--- src/rtl/div_pkg.sv ---
// Shared constants, state encoding and sign helper for the sequential divider.
package div_pkg;

  localparam int DIV_WIDTH = 32;
  localparam int ITER_CNT  = 32;
  localparam int CNT_W     = 5;

  typedef enum logic [2:0] {
    S_IDLE,
    S_PREP,
    S_RUN,
    S_FIX,
    S_DONE
  } state_t;

  function automatic logic [DIV_WIDTH-1:0] abs_val(input logic [DIV_WIDTH-1:0] v,
                                                   input logic en);
    return (en && v[DIV_WIDTH-1]) ? -v : v;
  endfunction

endpackage

--- src/rtl/div_step.sv ---
// One restoring-division iteration: 33-bit trial subtract of the divisor from
// the shifted partial remainder, keeping the difference or restoring.
module div_step #(
  parameter int WIDTH = 32
) (
  input  logic [WIDTH:0]   i_part,
  input  logic [WIDTH-1:0] i_div,
  output logic [WIDTH-1:0] o_rem,
  output logic             o_qbit
);

  logic [WIDTH:0] w_diff;

  // i_part < 2*divisor always holds, so bit WIDTH of the wrapped difference is the borrow.
  assign w_diff = i_part - {1'b0, i_div};
  assign o_qbit = ~w_diff[WIDTH];
  assign o_rem  = o_qbit ? w_diff[WIDTH-1:0] : i_part[WIDTH-1:0];

endmodule

--- src/rtl/sequential_divider.sv ---
// Multi-cycle signed/unsigned restoring divider, one quotient bit per cycle.
//   state  | meaning
//   IDLE   | waiting for start; operands latched on start
//   PREP   | divide-by-zero short cut, or operands converted to magnitudes
//   RUN    | 32 shift/subtract iterations, counter 31 down to 0
//   FIX    | sign correction, results written to output registers
//   DONE   | done pulse, results valid
module sequential_divider #(
  parameter int WIDTH = 32
) (
  input  logic             clk,
  input  logic             rst_n,
  input  logic             start,
  input  logic             signedOp,
  input  logic [WIDTH-1:0] dividend,
  input  logic [WIDTH-1:0] divisor,
  output logic             busy,
  output logic             done,
  output logic [WIDTH-1:0] quotient,
  output logic [WIDTH-1:0] remainder,
  output logic             divByZero
);
  import div_pkg::*;

  state_t           r_state;
  state_t           w_next;
  logic [CNT_W-1:0] r_cnt;
  logic [WIDTH-1:0] r_quo;
  logic [WIDTH-1:0] r_rem;
  logic [WIDTH-1:0] r_div;
  logic             r_sgn;
  logic             r_neg_q;
  logic             r_neg_r;
  logic [WIDTH-1:0] r_quotient;
  logic [WIDTH-1:0] r_remainder;
  logic             r_dbz;
  logic [WIDTH-1:0] w_step_rem;
  logic             w_qbit;

  always_ff @(posedge clk or negedge rst_n) begin
    if (!rst_n) r_state <= S_IDLE;
    else        r_state <= w_next;
  end

  always_comb begin
    w_next = r_state;
    case (r_state)
      S_IDLE:  if (start) w_next = S_PREP;
      S_PREP:  w_next = (r_div == '0) ? S_DONE : S_RUN;
      S_RUN:   if (r_cnt == '0) w_next = S_FIX;
      S_FIX:   w_next = S_DONE;
      S_DONE:  w_next = S_IDLE;
      default: w_next = S_IDLE;
    endcase
  end

  // r_quo starts as the dividend and is shifted out MSB-first while quotient bits shift in.
  div_step #(.WIDTH(WIDTH)) u_step (
    .i_part (({r_rem, r_quo[WIDTH-1]})),
    .i_div  (r_div),
    .o_rem  (w_step_rem),
    .o_qbit (w_qbit)
  );

  always_ff @(posedge clk or negedge rst_n) begin
    if (!rst_n) begin
      r_cnt       <= '0;
      r_quo       <= '0;
      r_rem       <= '0;
      r_div       <= '0;
      r_sgn       <= 1'b0;
      r_neg_q     <= 1'b0;
      r_neg_r     <= 1'b0;
      r_quotient  <= '0;
      r_remainder <= '0;
      r_dbz       <= 1'b0;
    end else begin
      case (r_state)
        S_IDLE: begin
          if (start) begin
            r_quo <= dividend;
            r_div <= divisor;
            r_sgn <= signedOp;
          end
        end
        S_PREP: begin
          if (r_div == '0) begin
            r_quotient  <= '1;
            r_remainder <= r_quo;
            r_dbz       <= 1'b1;
          end else begin
            r_quo   <= abs_val(r_quo, r_sgn);
            r_div   <= abs_val(r_div, r_sgn);
            r_neg_q <= r_sgn & (r_quo[WIDTH-1] ^ r_div[WIDTH-1]);
            r_neg_r <= r_sgn & r_quo[WIDTH-1];
            r_rem   <= '0;
            r_cnt   <= CNT_W'(ITER_CNT - 1);
          end
        end
        S_RUN: begin
          r_rem <= w_step_rem;
          r_quo <= {r_quo[WIDTH-2:0], w_qbit};
          if (r_cnt != '0) r_cnt <= r_cnt - CNT_W'(1);
        end
        S_FIX: begin
          r_quotient  <= r_neg_q ? -r_quo : r_quo;
          r_remainder <= r_neg_r ? -r_rem : r_rem;
          r_dbz       <= 1'b0;
        end
        default: ;
      endcase
    end
  end

  assign busy      = (r_state != S_IDLE);
  assign done      = (r_state == S_DONE);
  assign quotient  = r_quotient;
  assign remainder = r_remainder;
  assign divByZero = r_dbz;

endmodule

--- config.mk ---
export PLATFORM = sky130hd
export DESIGN_NAME = sequential_divider
export DESIGN_NICKNAME = d
export VERILOG_FILES = /design/src/rtl/div_pkg.sv /design/src/rtl/div_step.sv /design/src/rtl/sequential_divider.sv
export SDC_FILE = /design/constraint.sdc
export NUM_CORES = 1
export LEC_CHECK = 0
export CAP_MARGIN = 20
export CORE_MARGIN = 2
export CORE_UTILIZATION = 40
export CTS_CLUSTER_DIAMETER = 120
export DETAILED_ROUTE_END_ITERATION = 8
export PLACE_DENSITY = 0.72
export SYNTH_ARGS = -nofsm -noshare
export SYNTH_HDL_FRONTEND = slang
export SYNTH_SLANG_ARGS = --single-unit
--- constraint.sdc ---
create_clock -name clk -period 8.5 [get_ports clk]
set_input_delay 1.7 -clock clk [delete_from_list [all_inputs] [get_ports clk]]
set_output_delay 1.7 -clock clk [all_outputs]
set_load 0.05 [all_outputs]
==> impl_metrics.py <==
metrics = {
    "synth": {
        "synth_cell_types": 81,
        "synth_enable_flop_cells": 0,
        "yosys_warnings": 0,
        "synthFlopType": "sky130_fd_sc_hd__dfrtp_1",
        "post_synth.cell_area_avg_um2": 8.17,
        "synth_top_area_cell": "sky130_fd_sc_hd__dfrtp_1",
        "synth_compound_gate_area_share_pct": 25.2,
        "basic_gate_share_of_the_synthesized_area_counting_and_or_nand_and_nor_cells_pct": 21.6,
        "adder_cell_share_of_the_synthesized_area_pct": 4.07,
        "synth.top_cell.area_share_pct": 36.3,
        "combinational_family_with_the_most_area_after_synthesis": "compound AO/OA/AOI/OAI gates",
        "netlist_instances": 1452,
        "ys_ff_latch": 172,
        "async_reset_ff_share_pct": 100,
        "synth-seq-area-share_pct": 36.3,
        "yosys.area_share.xor_xnor_pct": 7.02,
        "post_synth_mux_area_share_pct": 0.443,
        "post_synth_instance_area_um2": 11900,
        "post_synth_main_area_contributors": "sky130_fd_sc_hd__dfrtp_1 (36%), sky130_fd_sc_hd__nand2_1 (6.1%), sky130_fd_sc_hd__a21oi_1 (5.2%), sky130_fd_sc_hd__xor2_1 (4.1%), sky130_fd_sc_hd__o21ai_0 (4.1%)",
        "postSynthNetCount": 1558,
    },
    "power_and_ir_drop": {
        "reported_leakage_power_nw": 5.89,
        "irDropWorstVdd_uv": 156,
        "p_per_area_nw_per_um2": 390,
    },
    "sta": {
        "hold_viol": 0,
        "report.final.setup_viol": 0,
        "layout_min_cycle_time_ns": 4.08,
        "worst_slack_ns": 4.42,
        "fin_crit_sh_pct": 48.0,
        "grt_setup_unrepaired": "no",
        "timing.fmax_mhz": 245,
        "tightest_slew_ns": 1.08,
        "worst_hold_slack_ns": 0.493,
        "drv_slew": 0,
        "fin_skew_ns": 0.0182,
        "totalNegativeSetupSlack_ns": 0,
        "slew_headroom_pct": 28.0,
    },
    "final_layout": {
        "diodes": 0,
        "mostFrequentLayoutCell": "sky130_fd_sc_hd__nand2_1",
        "finish.cell_count_without_fillers": 1910,
        "utilization_pct": 47.7,
        "finish.net_count": 1613,
        "synthToLayoutAreaGrowth_pct": 18.3,
        "post_route_cells_drive_above_1_share_pct": 5.92,
        "layout.cells.most_common_list": "sky130_fd_sc_hd__nand2_1 (192), sky130_fd_sc_hd__dfrtp_1 (172), sky130_fd_sc_hd__clkdlybuf4s50_1 (133), sky130_fd_sc_hd__a21oi_1 (123), sky130_fd_sc_hd__nor2_1 (121)",
    },
    "clock_tree": {
        "ctsRootBufferMaster": "sky130_fd_sc_hd__clkbuf_16",
        "worstSkewPairLatency_ns": 0.45,
        "clock-sinks": 172,
        "post_cts.resized_instances": 0,
        "ctsHtreeMaxLevel": 4,
        "numCtsBuffers": 17,
        "cts_hold_repair.buffers": 0,
        "post_cts.repair.setup_buffers": 0,
        "clk_pin_slew_worst_paths_ns": 0.08,
        "cts-root-to-sink-buffers": 2,
        "clock_tree_from_tritoncts": "built",
    },
    "global_route": {
        "grt_max_degree": 109,
        "grt_total_usage_pct": 23.4,
        "gr-total-overflow": 0,
        "grt_pass1_wl_mm": 57.6,
        "grt_pass1_vias": 10500,
        "grt_antenna_before_repair": 0,
    },
    "route": {
        "mean_number_of_vias_per_cell": 5.99,
        "dr_total_vias": 11400,
        "drt-pass1-iter-count": 9,
        "post-route-drc-count": 0,
        "drt_iter0_drc": 1238,
        "wire_per_inst_um": 19.2,
        "detail-route-antenna-nets": 0,
        "finalWirelength_mm": 36.7,
    },
    "floorplanning": {
        "io_pins": 135,
        "start_util_pct": 40.3,
        "placeableCoreArea_um2": 29400,
        "rows": 63,
        "die_area_um2": 31000,
        "die_h_um": 176,
        "chipWidth_um": 176,
    },
    "worst_setup_path": {
        "setup.worst_path.class": "register to register",
        "critical_path_peak_fanout": 27,
        "critPathRequiredTime_ns": 8.82,
        "worst-endpoint-arrival_ns": 4.40,
        "setup.worst_path.end_class": "register",
        "worstSetupStartpointType": "register",
    },
    "flow_run": {
        "maxCapViolations": 0,
    },
    "place": {
        "port-buffer-count": 134,
        "globalplace.congestion": 0.903,
        "pre_cts_slack_ns": 4.25,
        "hpwl_mm": 26.6,
        "number_of_cells_in_the_design_after_placement": 1875,
    },
    "min_path": {
        "hold_class": "register to register",
    },
    "status": {
        "outcome": "finished, final reports clean",
    },
}
## path summary, 6_finish.rpt
kind                                            endpoint  depth (start not counted)  slack, ns             startpoint
worst max-delay path               r_rem[18]$_DFFE_PN0P_                          9       4.42  r_rem[24]$_DFFE_PN0P_
worst min-delay path               divByZero$_DFFE_PN0P_                          2       0.49  divByZero$_DFFE_PN0P_
worst max register to register     r_rem[18]$_DFFE_PN0P_                          9       4.42  r_rem[24]$_DFFE_PN0P_
worst min register to register     divByZero$_DFFE_PN0P_                          2       0.49  divByZero$_DFFE_PN0P_
max in group asynchronous       remainder[4]$_DFFE_PN0P_                          3       5.81                  rst_n
min in group asynchronous          r_div[12]$_DFFE_PN0P_                          1       1.13                  rst_n
## kinds of logic (layout without fill, tap and decap cells)
group | after synthesis | after routing
buffers and inverters | 158 | 226
muxes | 5 | 5
adders and majority gates | 38 | 38
DFF | 172 | 172
and+or+nand+nor | 529 | 529
AOI/OAI and AO/OA | 455 | 455
xor gates and xnor gates | 95 | 95
## power by group
group / leakage [nW] / switching (mW) / internal (mW)
Clock: 0.299 / 0.399 / 0.426
Sequential: 2.12 / 0.450 / 1.15
Combinational: 3.47 / 1.94 / 1.10
## layer usage
layer	vias to the layer above	part of all wire [%]	global-route usage [%]
met5	-	0	0
met2	466	46	37.3
met1	5507	44	32.4
met3	61	6.4	3.17
met4	0	3.5	8.82
li1	5402	-	-
## critical path, stage by stage (launching register included)
cell and delay, ns:
sky130_fd_sc_hd__dfrtp_1 0.50, sky130_fd_sc_hd__ha_1 0.45, sky130_fd_sc_hd__a21o_1 0.21, sky130_fd_sc_hd__a21o_1 0.16, sky130_fd_sc_hd__a2111oi_0 0.46, sky130_fd_sc_hd__o21bai_1 0.16, sky130_fd_sc_hd__a211o_1 0.39, sky130_fd_sc_hd__o21ai_2 0.85
sky130_fd_sc_hd__nand2_1 0.31, sky130_fd_sc_hd__o311ai_0 0.46
## Yosys cell counts (all sizes together) (12+ instances only)
cell type and count:
a211oi 13, a21o 19, a21oi 123, a221o 12, a221oi 19, a31oi 36
and3 16, buf 28, clkbuf 84, dfrtp 172, ha 37, inv 46
nand2 194, nand3 23, nand4 15, nor2 123, nor3 60, nor3b 12
nor4 13, o211ai 18, o21ai 99, o22ai 25, or3 20, or4 14
xnor2 40, xor2 55
## flip-flops by register name, indices dropped and copies added, names as in the netlist
name       cells
r_cnt          5
r_sgn          1
r_quo         32
r_div         32
remainder     32
divByZero      1
quotient      32
r_neg_q        1
r_neg_r        1
r_state        3
r_rem         32
## final cells by class
cell class                      instances  area [µm²]
Clock inverter                         15         194
Tap cell                              390         488
Fill cell                            2796       15400
Multi-Input combinational cell       1122        6930
Clock buffer                           17         425
Timing Repair Buffer                  148        1510
Inverter                               46         173
Sequential cell                       172        4300
## metrics by stage
stage	power (mW)	cell area [µm²]
after floorplan	3.72	11900
after global placement	4.55	13300
after detailed placement	4.61	13300
after CTS	5.45	13900
after global routing	5.83	14000
final	5.47	14000
Note: power is estimated with default switching activity, not from simulation.
